File: config.mk
export PLATFORM = sky130hd
export DESIGN_NAME = status_ctrl_unit
export DESIGN_NICKNAME = d
export VERILOG_FILES = /design/src/rtl/status_pkg.sv /design/src/rtl/status_stack.sv /design/src/rtl/status_ctrl_unit.sv
export SDC_FILE = /design/constraint.sdc
export NUM_CORES = 1
export LEC_CHECK = 0
export BUFFER_PORTS_ARGS = -buffer_cell sky130_fd_sc_hd__clkbuf_2
export CORE_ASPECT_RATIO = 2
export CORE_UTILIZATION = 56
export CTS_CLUSTER_DIAMETER = 40
export DETAILED_ROUTE_END_ITERATION = 12
export PLACE_DENSITY = 0.85
export SYNTH_ARGS = -nofsm -noshare
export SYNTH_HDL_FRONTEND = slang
export SYNTH_SLANG_ARGS = --single-unit
export TNS_END_PERCENT = 5
File: constraint.sdc
create_clock -name clk -period 4.1 [get_ports clk]
set_input_delay 0.41 -clock clk [delete_from_list [all_inputs] [get_ports clk]]
set_output_delay 0.41 -clock clk [all_outputs]
set_load 0.03 [all_outputs]
File: src/rtl/status_pkg.sv
// Shared definitions for the status/condition-code control unit:
// flag bit positions within a 4-bit status word {Z,C,N,V}, the machine- and
// micro-status-register operation encodings, and the select codes used by the
// condition-test, carry-in and shift-fill multiplexers.
package status_pkg;

  // Flag positions inside a status word ordered {Z,C,N,V}.
  localparam int FLAG_Z = 3;
  localparam int FLAG_C = 2;
  localparam int FLAG_N = 1;
  localparam int FLAG_V = 0;

  typedef enum logic [2:0] {
    MS_HOLD     = 3'd0,
    MS_LOAD_ALU = 3'd1,
    MS_LOAD_EXT = 3'd2,
    MS_LOAD_USR = 3'd3,
    MS_SWAP     = 3'd4,
    MS_PUSH     = 3'd5,
    MS_POP      = 3'd6,
    MS_CLEAR    = 3'd7
  } ms_op_e;

  typedef enum logic [1:0] {
    US_HOLD     = 2'd0,
    US_LOAD_ALU = 2'd1,
    US_SET      = 2'd2,
    US_CLEAR    = 2'd3
  } us_op_e;

  // Condition-test select codes.
  localparam logic [2:0] CC_Z    = 3'd0;
  localparam logic [2:0] CC_C    = 3'd1;
  localparam logic [2:0] CC_N    = 3'd2;
  localparam logic [2:0] CC_V    = 3'd3;
  localparam logic [2:0] CC_LT   = 3'd4;  // N^V
  localparam logic [2:0] CC_LE   = 3'd5;  // (N^V)|Z
  localparam logic [2:0] CC_LS   = 3'd6;  // ~C|Z
  localparam logic [2:0] CC_TRUE = 3'd7;

  // Carry-in select codes.
  localparam logic [1:0] CIN_ZERO  = 2'd0;
  localparam logic [1:0] CIN_ONE   = 2'd1;
  localparam logic [1:0] CIN_C     = 2'd2;
  localparam logic [1:0] CIN_NOT_C = 2'd3;

  // Shift-fill select codes.
  localparam logic [2:0] SH_ZERO  = 3'd0;
  localparam logic [2:0] SH_ONE   = 3'd1;
  localparam logic [2:0] SH_C     = 3'd2;
  localparam logic [2:0] SH_ROT   = 3'd3;
  localparam logic [2:0] SH_ARITH = 3'd4;
  localparam logic [2:0] SH_NXV   = 3'd5;
  localparam logic [2:0] SH_USR_C = 3'd6;
  localparam logic [2:0] SH_ZERO2 = 3'd7;

endpackage

File: src/rtl/status_stack.sv
// LIFO for saved machine-status words.
// Ports: clk, reset (sync, active high); push_i/pop_i request strobes;
// data_i word to push; top_o word at the stack top; cnt_o entry count;
// full_o/empty_o decoded from the count. A push when full or a pop when empty
// is ignored here; error reporting belongs to the caller.
module status_stack #(
  parameter  int DEPTH = 4,
  localparam int CW    = $clog2(DEPTH + 1)
) (
  input  logic          clk,
  input  logic          reset,
  input  logic          push_i,
  input  logic          pop_i,
  input  logic [3:0]    data_i,
  output logic [3:0]    top_o,
  output logic [CW-1:0] cnt_o,
  output logic          full_o,
  output logic          empty_o
);

  localparam int IW = $clog2(DEPTH);

  logic [3:0]    mem_q [DEPTH];
  logic [CW-1:0] cnt_q, cnt_d;
  logic [IW-1:0] wr_idx, rd_idx;

  assign full_o  = (cnt_q == CW'(DEPTH));
  assign empty_o = (cnt_q == '0);
  assign wr_idx  = IW'(cnt_q);
  assign rd_idx  = IW'(cnt_q - CW'(1));
  assign top_o   = mem_q[rd_idx];
  assign cnt_o   = cnt_q;

  always_comb begin
    cnt_d = cnt_q;
    if (push_i && !full_o)      cnt_d = cnt_q + CW'(1);
    else if (pop_i && !empty_o) cnt_d = cnt_q - CW'(1);
  end

  // NOTE: sequential state uses non-blocking assignments so every register
  // samples pre-edge values regardless of statement order.
  always_ff @(posedge clk) begin
    if (reset) cnt_q <= '0;
    else       cnt_q <= cnt_d;
  end

  // NOTE: storage has no reset; the count alone defines which entries are
  // valid, and leaving the array unreset lets it map onto plain RAM/flops.
  always_ff @(posedge clk) begin
    if (!reset && push_i && !full_o) mem_q[wr_idx] <= data_i;
  end

endmodule

File: src/rtl/status_ctrl_unit.sv
// Status and condition-code control: holds the machine status register (MSR)
// and micro status register (uSR), a save stack for MSR, and derives the
// condition-test, carry-in and shift-fill bits.
// Inputs: clk, reset (sync, active high); alu_flags/ext_flags {Z,C,N,V};
// ms_op/us_op register operations; flag_en per-flag MSR load enable;
// cc_src/cc_sel/cc_inv condition select; cin_sel; sh_sel/sh_dir/sh_en/
// sh_msb/sh_lsb shifter context; clr_err clears the sticky stack error.
// Outputs: ms_q/us_q register contents; ct condition result; cin carry-in;
// fill shift fill bit; stk_full/stk_empty/stk_err/stk_cnt stack status.
module status_ctrl_unit
  import status_pkg::*;
#(
  parameter  int DEPTH = 4,
  localparam int CW    = $clog2(DEPTH + 1)
) (
  input  logic          clk,
  input  logic          reset,
  input  logic [3:0]    alu_flags,
  input  logic [3:0]    ext_flags,
  input  logic [2:0]    ms_op,
  input  logic [1:0]    us_op,
  input  logic [3:0]    flag_en,
  input  logic          cc_src,
  input  logic [2:0]    cc_sel,
  input  logic          cc_inv,
  input  logic [1:0]    cin_sel,
  input  logic [2:0]    sh_sel,
  input  logic          sh_dir,
  input  logic          sh_en,
  input  logic          sh_msb,
  input  logic          sh_lsb,
  input  logic          clr_err,
  output logic [3:0]    ms_q,
  output logic [3:0]    us_q,
  output logic          ct,
  output logic          cin,
  output logic          fill,
  output logic          stk_full,
  output logic          stk_empty,
  output logic          stk_err,
  output logic [CW-1:0] stk_cnt
);

  logic [3:0] ms_d, us_d, alu_src, stk_top;
  logic       err_q, err_d;
  logic       push_req, pop_req, cond, shifted_out;
  logic [3:0] r_src;
  ms_op_e     ms_op_e_w;
  us_op_e     us_op_e_w;

  assign ms_op_e_w = ms_op_e'(ms_op);
  assign us_op_e_w = us_op_e'(us_op);

  // Reset must not let a concurrent PUSH write a stack entry.
  assign push_req = (ms_op_e_w == MS_PUSH) && !reset;
  assign pop_req  = (ms_op_e_w == MS_POP)  && !reset;

  status_stack #(.DEPTH(DEPTH)) u_stack (
    .clk     (clk),
    .reset   (reset),
    .push_i  (push_req),
    .pop_i   (pop_req),
    .data_i  (ms_q),
    .top_o   (stk_top),
    .cnt_o   (stk_cnt),
    .full_o  (stk_full),
    .empty_o (stk_empty)
  );

  // During a shift the carry flag captures the bit that fell off the end.
  assign shifted_out = sh_dir ? sh_msb : sh_lsb;

  // NOTE: every always_comb output gets a default first so no path can
  // leave it unassigned and infer a latch.
  always_comb begin
    alu_src = alu_flags;
    if (sh_en) alu_src[FLAG_C] = shifted_out;

    us_d = us_q;
    unique case (us_op_e_w)
      US_HOLD:     us_d = us_q;
      US_LOAD_ALU: us_d = alu_flags;
      US_SET:      us_d = 4'b1111;
      US_CLEAR:    us_d = 4'b0000;
    endcase

    ms_d = ms_q;
    unique case (ms_op_e_w)
      MS_HOLD:     ms_d = ms_q;
      MS_LOAD_ALU: ms_d = (ms_q & ~flag_en) | (alu_src   & flag_en);
      MS_LOAD_EXT: ms_d = (ms_q & ~flag_en) | (ext_flags & flag_en);
      MS_LOAD_USR: ms_d = us_q;
      MS_SWAP: begin
        ms_d = us_q;
        us_d = ms_q;
      end
      MS_PUSH:     ms_d = ms_q;
      MS_POP:      ms_d = stk_empty ? ms_q : stk_top;
      MS_CLEAR:    ms_d = 4'b0000;
    endcase

    // Sticky error: a new fault in the same cycle as clr_err still wins.
    err_d = (err_q && !clr_err)
          || (ms_op_e_w == MS_PUSH && stk_full)
          || (ms_op_e_w == MS_POP  && stk_empty);
  end

  always_ff @(posedge clk) begin
    if (reset) begin
      ms_q  <= '0;
      us_q  <= '0;
      err_q <= 1'b0;
    end else begin
      ms_q  <= ms_d;
      us_q  <= us_d;
      err_q <= err_d;
    end
  end

  assign stk_err = err_q;

  // Condition test on the selected registered status word.
  assign r_src = cc_src ? ms_q : us_q;

  always_comb begin
    cond = 1'b1;
    unique case (cc_sel)
      CC_Z:    cond = r_src[FLAG_Z];
      CC_C:    cond = r_src[FLAG_C];
      CC_N:    cond = r_src[FLAG_N];
      CC_V:    cond = r_src[FLAG_V];
      CC_LT:   cond = r_src[FLAG_N] ^ r_src[FLAG_V];
      CC_LE:   cond = (r_src[FLAG_N] ^ r_src[FLAG_V]) | r_src[FLAG_Z];
      CC_LS:   cond = ~r_src[FLAG_C] | r_src[FLAG_Z];
      CC_TRUE: cond = 1'b1;
    endcase
  end

  assign ct = cond ^ cc_inv;

  always_comb begin
    cin = 1'b0;
    unique case (cin_sel)
      CIN_ZERO:  cin = 1'b0;
      CIN_ONE:   cin = 1'b1;
      CIN_C:     cin = ms_q[FLAG_C];
      CIN_NOT_C: cin = ~ms_q[FLAG_C];
    endcase
  end

  always_comb begin
    fill = 1'b0;
    unique case (sh_sel)
      SH_ZERO:  fill = 1'b0;
      SH_ONE:   fill = 1'b1;
      SH_C:     fill = ms_q[FLAG_C];
      SH_ROT:   fill = sh_dir ? sh_msb : sh_lsb;
      SH_ARITH: fill = sh_dir ? 1'b0 : sh_msb;
      SH_NXV:   fill = ms_q[FLAG_N] ^ ms_q[FLAG_V];
      SH_USR_C: fill = us_q[FLAG_C];
      SH_ZERO2: fill = 1'b0;
    endcase
  end

endmodule
# == Yosys cells after proc, flatten, opt, wreduce, memory -nomap -nowiden ==
# Memories as Yosys holds them, arrays and structs flattened.
# Cells that the tools add are included.
# W data, S select, Z words.
# word_totals
word_cells,92
ram_bits,16
out_inout_bits,17
memories,1
reg_bits,12
# memory_table
memory,depth,width,read_ports,rd_clocked_by_memory_dff,wr,line_no,source
u_stack.mem_q,4,4,1,0,1,status_stack.sv:23,logic [3:0] mem_q [DEPTH];
# op_classes
n_mux,15
n_bitwise,14
n_addsub,2
reduce_logical,26
eq_ne,30
# op_table
operator,count
$eq A3 B3 Y1 const B,13
$pmux W4 S5,1
$eq A3 B2 Y1 const B,6
$and A4 B4 Y4,3
$logic_not A3 Y1,4
$mux W4,3
$pmux W4 S3,1
$eq A3 B1 Y1 const B,3
$logic_and A1 B1 Y1,9
$eq A2 B2 Y1 const B,4
$or A4 B4 Y4,2
$pmux W1 S8,1
$pmux W1 S7,1
$mux W3,2
$reduce_or A2 Y1,3
$mux W1,5
$eq A2 B1 Y1 const B,2
$logic_not A1 Y1,4
$logic_not A2 Y1,2
$ne A2 B2 Y1 const B,2
$not A4 Y4,1
$pmux W1 S4,1
$add A3 B1 Y3 const B,1
$not A1 Y1,3
other kinds (6),10

# == Longest topological paths before layout ==
# Gate-level depths: netlist of run 1.
# depth
ltp_word,6
ltp_mapped,8

# == Cells and area by module ==
# Synthesis of run 1 repeated with hierarchy kept, for this count alone.
# unflattened
hier_cells,176
area_unflattened_um2,1776.7
# by_module_without_submodules
mod,cells_per_inst,seq_area_each_um2,n_inst,area_each_um2
status_ctrl_unit,122,180.2,1,920.9
status_stack,54,540.5,1,855.8

# == Worst setup path before layout of run 1 ==
# No wires, ideal clock.
# synth_timing
path_kind,register to output
startpoint,reg (tool-made name)
endpoint,out ct
path_buffers,0
arrival_ns,1.873
setup_slack_ns,1.817
stages_incl_launch_ff,5
required_ns,3.690
path_cell_list,dfxtp_1 mux2i_1 mux4_2 o22ai_1 xor2_1
# synth_lines
element,line_no,source
to (decl),status_ctrl_unit.sv:35,"output logic ct,"

==> results of run 1 <==
## layout by cell type (no fill, tap or decap), types with 4 or more instances in the layout
cell      synthesis  routed
inv_1            10      10
nor2_1           17      17
a21oi_1          11      11
nand2b_1          7       7
mux2i_1           9       9
nor2b_1           4       4
ha_1              5       5
mux4_2            4       4
clkbuf_2          1      50
nor3_1            6       6
edfxtp_1         16      16
and3_1            4       4
nand2_1          12      12
o21ai_0           8       8
dfxtp_1          12      12
xnor2_1           4       4
## cells in the mapped netlist, types with 5 or more instances
| cell | instances |
|---|---|
| a21oi_1 | 11 |
| dfxtp_1 | 12 |
| nor3_1 | 6 |
| nand2_1 | 12 |
| inv_1 | 10 |
| nor2_1 | 17 |
| edfxtp_1 | 16 |
| nand2b_1 | 7 |
| o21ai_0 | 8 |
| ha_1 | 5 |
| mux2i_1 | 9 |
## layer usage
metal | wire length [um] | share of wire, %
met1 | 1540 | 35
met2 | 2420 | 55
met3 | 181 | 4.1
met4 | 237 | 5.4
met5 | 0 | 0
## final cells by class
class | count | area, sq um | area share [%]
Multi-Input combinational cell | 129 | 947 | 45.9
Clock inverter | 1 | 30.0 | 1.45
Tap cell | 30 | 37.5 | 1.82
Clock buffer | 3 | 41.3 | 2.00
Sequential cell | 28 | 721 | 34.9
Timing Repair Buffer | 50 | 250 | 12.1
Inverter | 10 | 37.5 | 1.82
## path summary, 6_finish.rpt
path | endpoint | depth (start not counted) | start
setup / recovery | ct | 5 | register
hold / removal | stk_err | 4 | clr_err
setup reg to reg | register | 6 | u_stack.cnt_o[0]
hold reg to reg | stk_err | 2 | stk_err
## through the flow
| stage | utilization, % | hold WS [ps] | instance area (sq um) |
|---|---|---|---|
| detailed placement | 66.9 | 479 | 1990 |
| global placement | 66.9 | 471 | 1990 |
| CTS | 69.3 | 395 | 2060 |
| floorplan | - | 482 | 1770 |
| global route | 69.3 | 409 | 2060 |
| finish | 69.3 | 390 | 2060 |
## power groups by stage
stage / Sequential (mW) / Clock, mW / Combinational (mW)
2_1_floorplan: 0.343 / 0 / 0.0930
3_3_place_gp: 0.334 / 0 / 0.152
3_5_place_dp: 0.334 / 0 / 0.154
4_1_cts: 0.327 / 0.223 / 0.155
5_1_grt: 0.330 / 0.234 / 0.167
6_report: 0.327 / 0.218 / 0.156
## worst register-to-register path, stage by stage, from the launching register on
cell,delay (ps)
dfxtp_1,580
inv_1,180
ha_1,470
mux4_2,260
a21oi_1,80
a211o_1,280
a311oi_1,270
## logic make-up after synthesis
family / after synthesis / synth area share, %
flops: 28 / 40.8
buf+inv: 17 / 5.53
fa+ha+maj: 5 / 3.54
simple gates: 61 / 18.0
mux: 15 / 12.3
compound gates: 42 / 16.8
xor+xnor: 6 / 2.98
==> qor.txt, run 1 <==
CTS tree -> built
critical path cell sequence -> mux2i_1 -> mux4_2 -> o22ai_1 -> xor2_1 -> clkbuf_2
Die ar. -> 3390 sq um
Filler cells -> 233
I/O Pins -> 51
Overflow after GRT -> 0
Flop pwr share -> 46.7%
antenna-violating nets left -> 0
setup TNS -> 0 ps
Worst path max stage delay -> 580 ps
DIE WIDTH -> 41.7 um
Sw Ratio -> 28.6%
Final Routed Wirelength -> 4380 um
H-Tree Depth -> 1
GP Congestion -> 0.879
first-pass GRT wire length -> 6670 um
Num CTS Buffers -> 3
Core ar. -> 2980 sq um
Detailed Route Iter0 Violations -> 50
grt met1 use -> 26.6%
Finished Layout Cells -> 251
MaxCap Viol Count -> 0
fin crit share -> 59.9%
post-synthesis cell type count -> 47
routed len/inst -> 17.5 um
CP top delay family -> multiplexers
Post-synth EDFFs -> 16
met3 Track Usage GR -> 3.78%
top cells by area, synth -> edfxtp_1 27%, dfxtp_1 14%, mux2i_1 5.1%
busiest layer in global routing -> met2
Gate power share -> 22.2%
Max-slew headroom -> 62.6%
Worst-Skew Late Latency -> 280 ps
CP Launch Type -> register
Hold Path Class -> input port to register
critical path data arrival time -> 2040 ps
initial core utilization -> 59.3%
IO buf count -> 50
layout cell share with drive strength beyond 1 -> 28.1%
Vias/cell -> 6.23
min Tclk post-route -> 2450 ps
Post-Syn Nets -> 213
Max Slew Vio Count -> 0
Pwr Total -> 702 uW
Main synth FF type -> edfxtp_1
Vias -> 1564
DRC viols -> 0
Die H -> 81.4 um
Static Leak -> 0.890 nW
worst setup margin -> 1650 ps
DP HPWL -> 3400 um
Critical Path End Type -> output pin
clk root buf -> clkbuf_8
Buf/Inv on CP -> 1
Syn Area/Cell -> 10.1 sq um
P_int -> 501 uW
fraction of registers with async set or reset after synthesis -> 0%
sw power -> 200 uW
Clk pin slew, worst setup/hold paths -> 100 ps
RSZ-0062 raised after global routing -> no
Seq/Total Area, Yosys -> 40.8%
power per standard cell area -> 340 nW/um^2
dpl cells -> 247
final hold violations -> 0
Synth Register Bits -> 28
status -> complete, no violations
Final Setup Violations -> 0
Clk pwr share -> 31.1%
critical path required time -> 3690 ps
worst-case clock buffer depth -> 2
Layout area overhead -> 16.9%
CP Max Fanout -> 10
Critical-path top delay cell -> dfxtp_1
GRT met2 Usage -> 48.9%
total track usage -> 26.7%
post-synthesis cell area -> 1770 sq um
postcts setup bufs -> 0
fmax -> 407 MHz
pre-CTS WS -> 1950 ps
post_cts resized -> 0
# clock sinks -> 28
r2r setup slk -> 1880 ps
number of inserted diodes -> 0
largest net degree at the start of global routing -> 17
largest area contributor in the netlist -> edfxtp_1
Mapped Cells -> 174
Setup Skew -> 10.4 ps
FP Rows -> 28
Peak VDD IR -> 0.000286 V
Synth top area share -> 27.2%
DRT Pass-1 Iters -> 4
vias in the first global route -> 1416
critical path class -> register to output pin
Synth Warn # -> 0
number of antenna violations at the first check in global routing -> 0
Final #Nets -> 261
hold buffer count at CTS -> 0
Worst Max-Slew Pin Slew -> 559 ps
No activity file was read; power rests on OpenSTA's default activity.
==> inputs of run 2 (changes only) <==
CORE_UTILIZATION = 52   (was 56)
PLACE_DENSITY = 0.8   (was 0.85)
clock period = 2.4 ns   (was 4.1 ns; I/O delays follow)
==> run 2 against run 1 <==
Clock-buffer cell count is the same. Via count is 0.83% lower. Critical path depth is the same. Flip-flop and latch count stayed put. Critical path type unchanged. Critical endpoint unchanged. Largest power group unchanged. Highest routed layer unchanged.
==> qor.txt, run 2 (same netlist as run 1, synthesis figures left out) <==
status -> complete, no violations
Die ar. -> 3650 sq um
Gate power share -> 23.0%
GP Congestion -> 0.921
Layout area overhead -> 18.3%
Static Leak -> 0.906 nW
critical path required time -> 2160 ps
vias in the first global route -> 1581
r2r setup slk -> 490 ps
most common cell after layout, fill and taps aside -> clkbuf_2
number of antenna violations at the first check in global routing -> 0
DP HPWL -> 3520 um
Reg2Reg Depth -> 6
Detailed Route Iter0 Violations -> 42
initial core utilization -> 55.3%
Clk pin slew, worst setup/hold paths -> 100 ps
Flop pwr share -> 45.9%
Critical Path End Type -> output pin
Worst path max stage delay -> 510 ps
WP depth -> 5
DRC viols -> 0
FP Rows -> 29
setup TNS -> 0 ps
critical path cell sequence -> mux2i_1 -> mux4_2 -> o22ai_1 -> xor2_1 -> clkbuf_2
Critical-path top delay cell -> dfxtp_1
Peak VDD IR -> 0.000592 V
highest-count cells in the layout ignoring fill and taps -> 50 x clkbuf_2, 17 x nor2_1, 16 x edfxtp_1
first-pass GRT wire length -> 7110 um
Hold EP -> stk_err
antenna-violating nets left -> 0
Overflow after GRT -> 0
MaxCap Viol Count -> 0
Vias/cell -> 6.08
postcts setup bufs -> 0
fin crit share -> 91.2%
fmax -> 457 MHz
Clk pwr share -> 31.1%
Num CTS Buffers -> 3
layout cell share with drive strength beyond 1 -> 29.0%
hold buffer count at CTS -> 0
P_int -> 860 uW
worst setup margin -> 210 ps
CP Launch Type -> register
Final #Nets -> 264
number of inserted diodes -> 0
largest net degree at the start of global routing -> 17
# clock sinks -> 28
clk root buf -> clkbuf_8
DRT Pass-1 Iters -> 4
Worst Max-Slew Pin Slew -> 467 ps
Core ar. -> 3190 sq um
Max Slew Vio Count -> 0
CTS tree -> built
post_cts resized -> 0
worst hold start -> clr_err
total track usage -> 25.6%
critical path data arrival time -> 1950 ps
Vias -> 1551
pre-CTS WS -> 502 ps
worst-case clock buffer depth -> 2
Worst-Skew Late Latency -> 270 ps
DIE WIDTH -> 43.2 um
Final Setup Violations -> 0
Filler cells -> 280
RSZ-0062 raised after global routing -> no
sw power -> 343 uW
Max-slew headroom -> 68.9%
Sw Ratio -> 28.5%
Setup Skew -> 2.62 ps
CP Max Fanout -> 9
power per standard cell area -> 576 nW/um^2
critical path class -> register to output pin
sequential cell area -> 721 sq um
area of the multi-input gates -> 947 sq um
routed len/inst -> 17.3 um
Final Routed Wirelength -> 4420 um
I/O Pins -> 51
min Tclk post-route -> 2190 ps
IO buf count -> 50
worst hold path depth -> 4
Reg-to-Reg Start -> u_stack.cnt_o[1]
Hold Path Class -> input port to register
Buf/Inv on CP -> 1
H-Tree Depth -> 1
Pwr Total -> 1.20 mW
CP top delay family -> multiplexers
Die H -> 84.4 um
final hold violations -> 0
[run 2: cell count changes in the layout (fill, tap and decap cells not counted), sizes merged]
cell,delta
buf,+3
[run 2: final cells by class]
cell class,count,share of cell area [%]
clock buffer,3,1.98
clock inverter,1,1.44
inverter,10,1.80
multi-input combinational,129,45.4
sequential,28,34.5
tap,31,1.86
timing repair buffer,53,13.1
[run 2: tightest hold or removal path: stages]
cell      delay, ps
clkbuf_2         80
inv_1            50
a32oi_1          50
nor2_1           80
[run 2: power groups by stage]
stage | sequential, mW | combinational (mW) | clock, mW
2_1_floorplan | 0.587 | 0.159 | 0
3_3_place_gp | 0.563 | 0.273 | 0
3_5_place_dp | 0.564 | 0.275 | 0
4_1_cts | 0.553 | 0.276 | 0.379
5_1_grt | 0.556 | 0.298 | 0.397
6_report | 0.552 | 0.277 | 0.374
[run 2: worst max-delay path by stage]
stage | end
detailed placement | ct
global route | ct
floorplan | ct
global placement | ct
finish | ct
CTS | ct
[run 2: per-layer routing]
layer  up-vias  part of all wire [%]  track usage [%]
met5         -                     0                0
met4         0                   5.5             14.3
met2        67                    54             47.5
li1        747                     -                -
met3        17                   4.1             2.80
met1       720                    36             26.0
[run 2: through the flow]
stage	std cells	instance area (sq um)	utilization (%)	hold slack, ps
6_report	255	2090	65.4	246
4_1_cts	255	2090	65.4	243
2_1_floorplan	174	1770	-	312
5_1_grt	255	2090	65.4	299
3_3_place_gp	251	2020	63.2	469
3_5_place_dp	251	2020	63.2	493
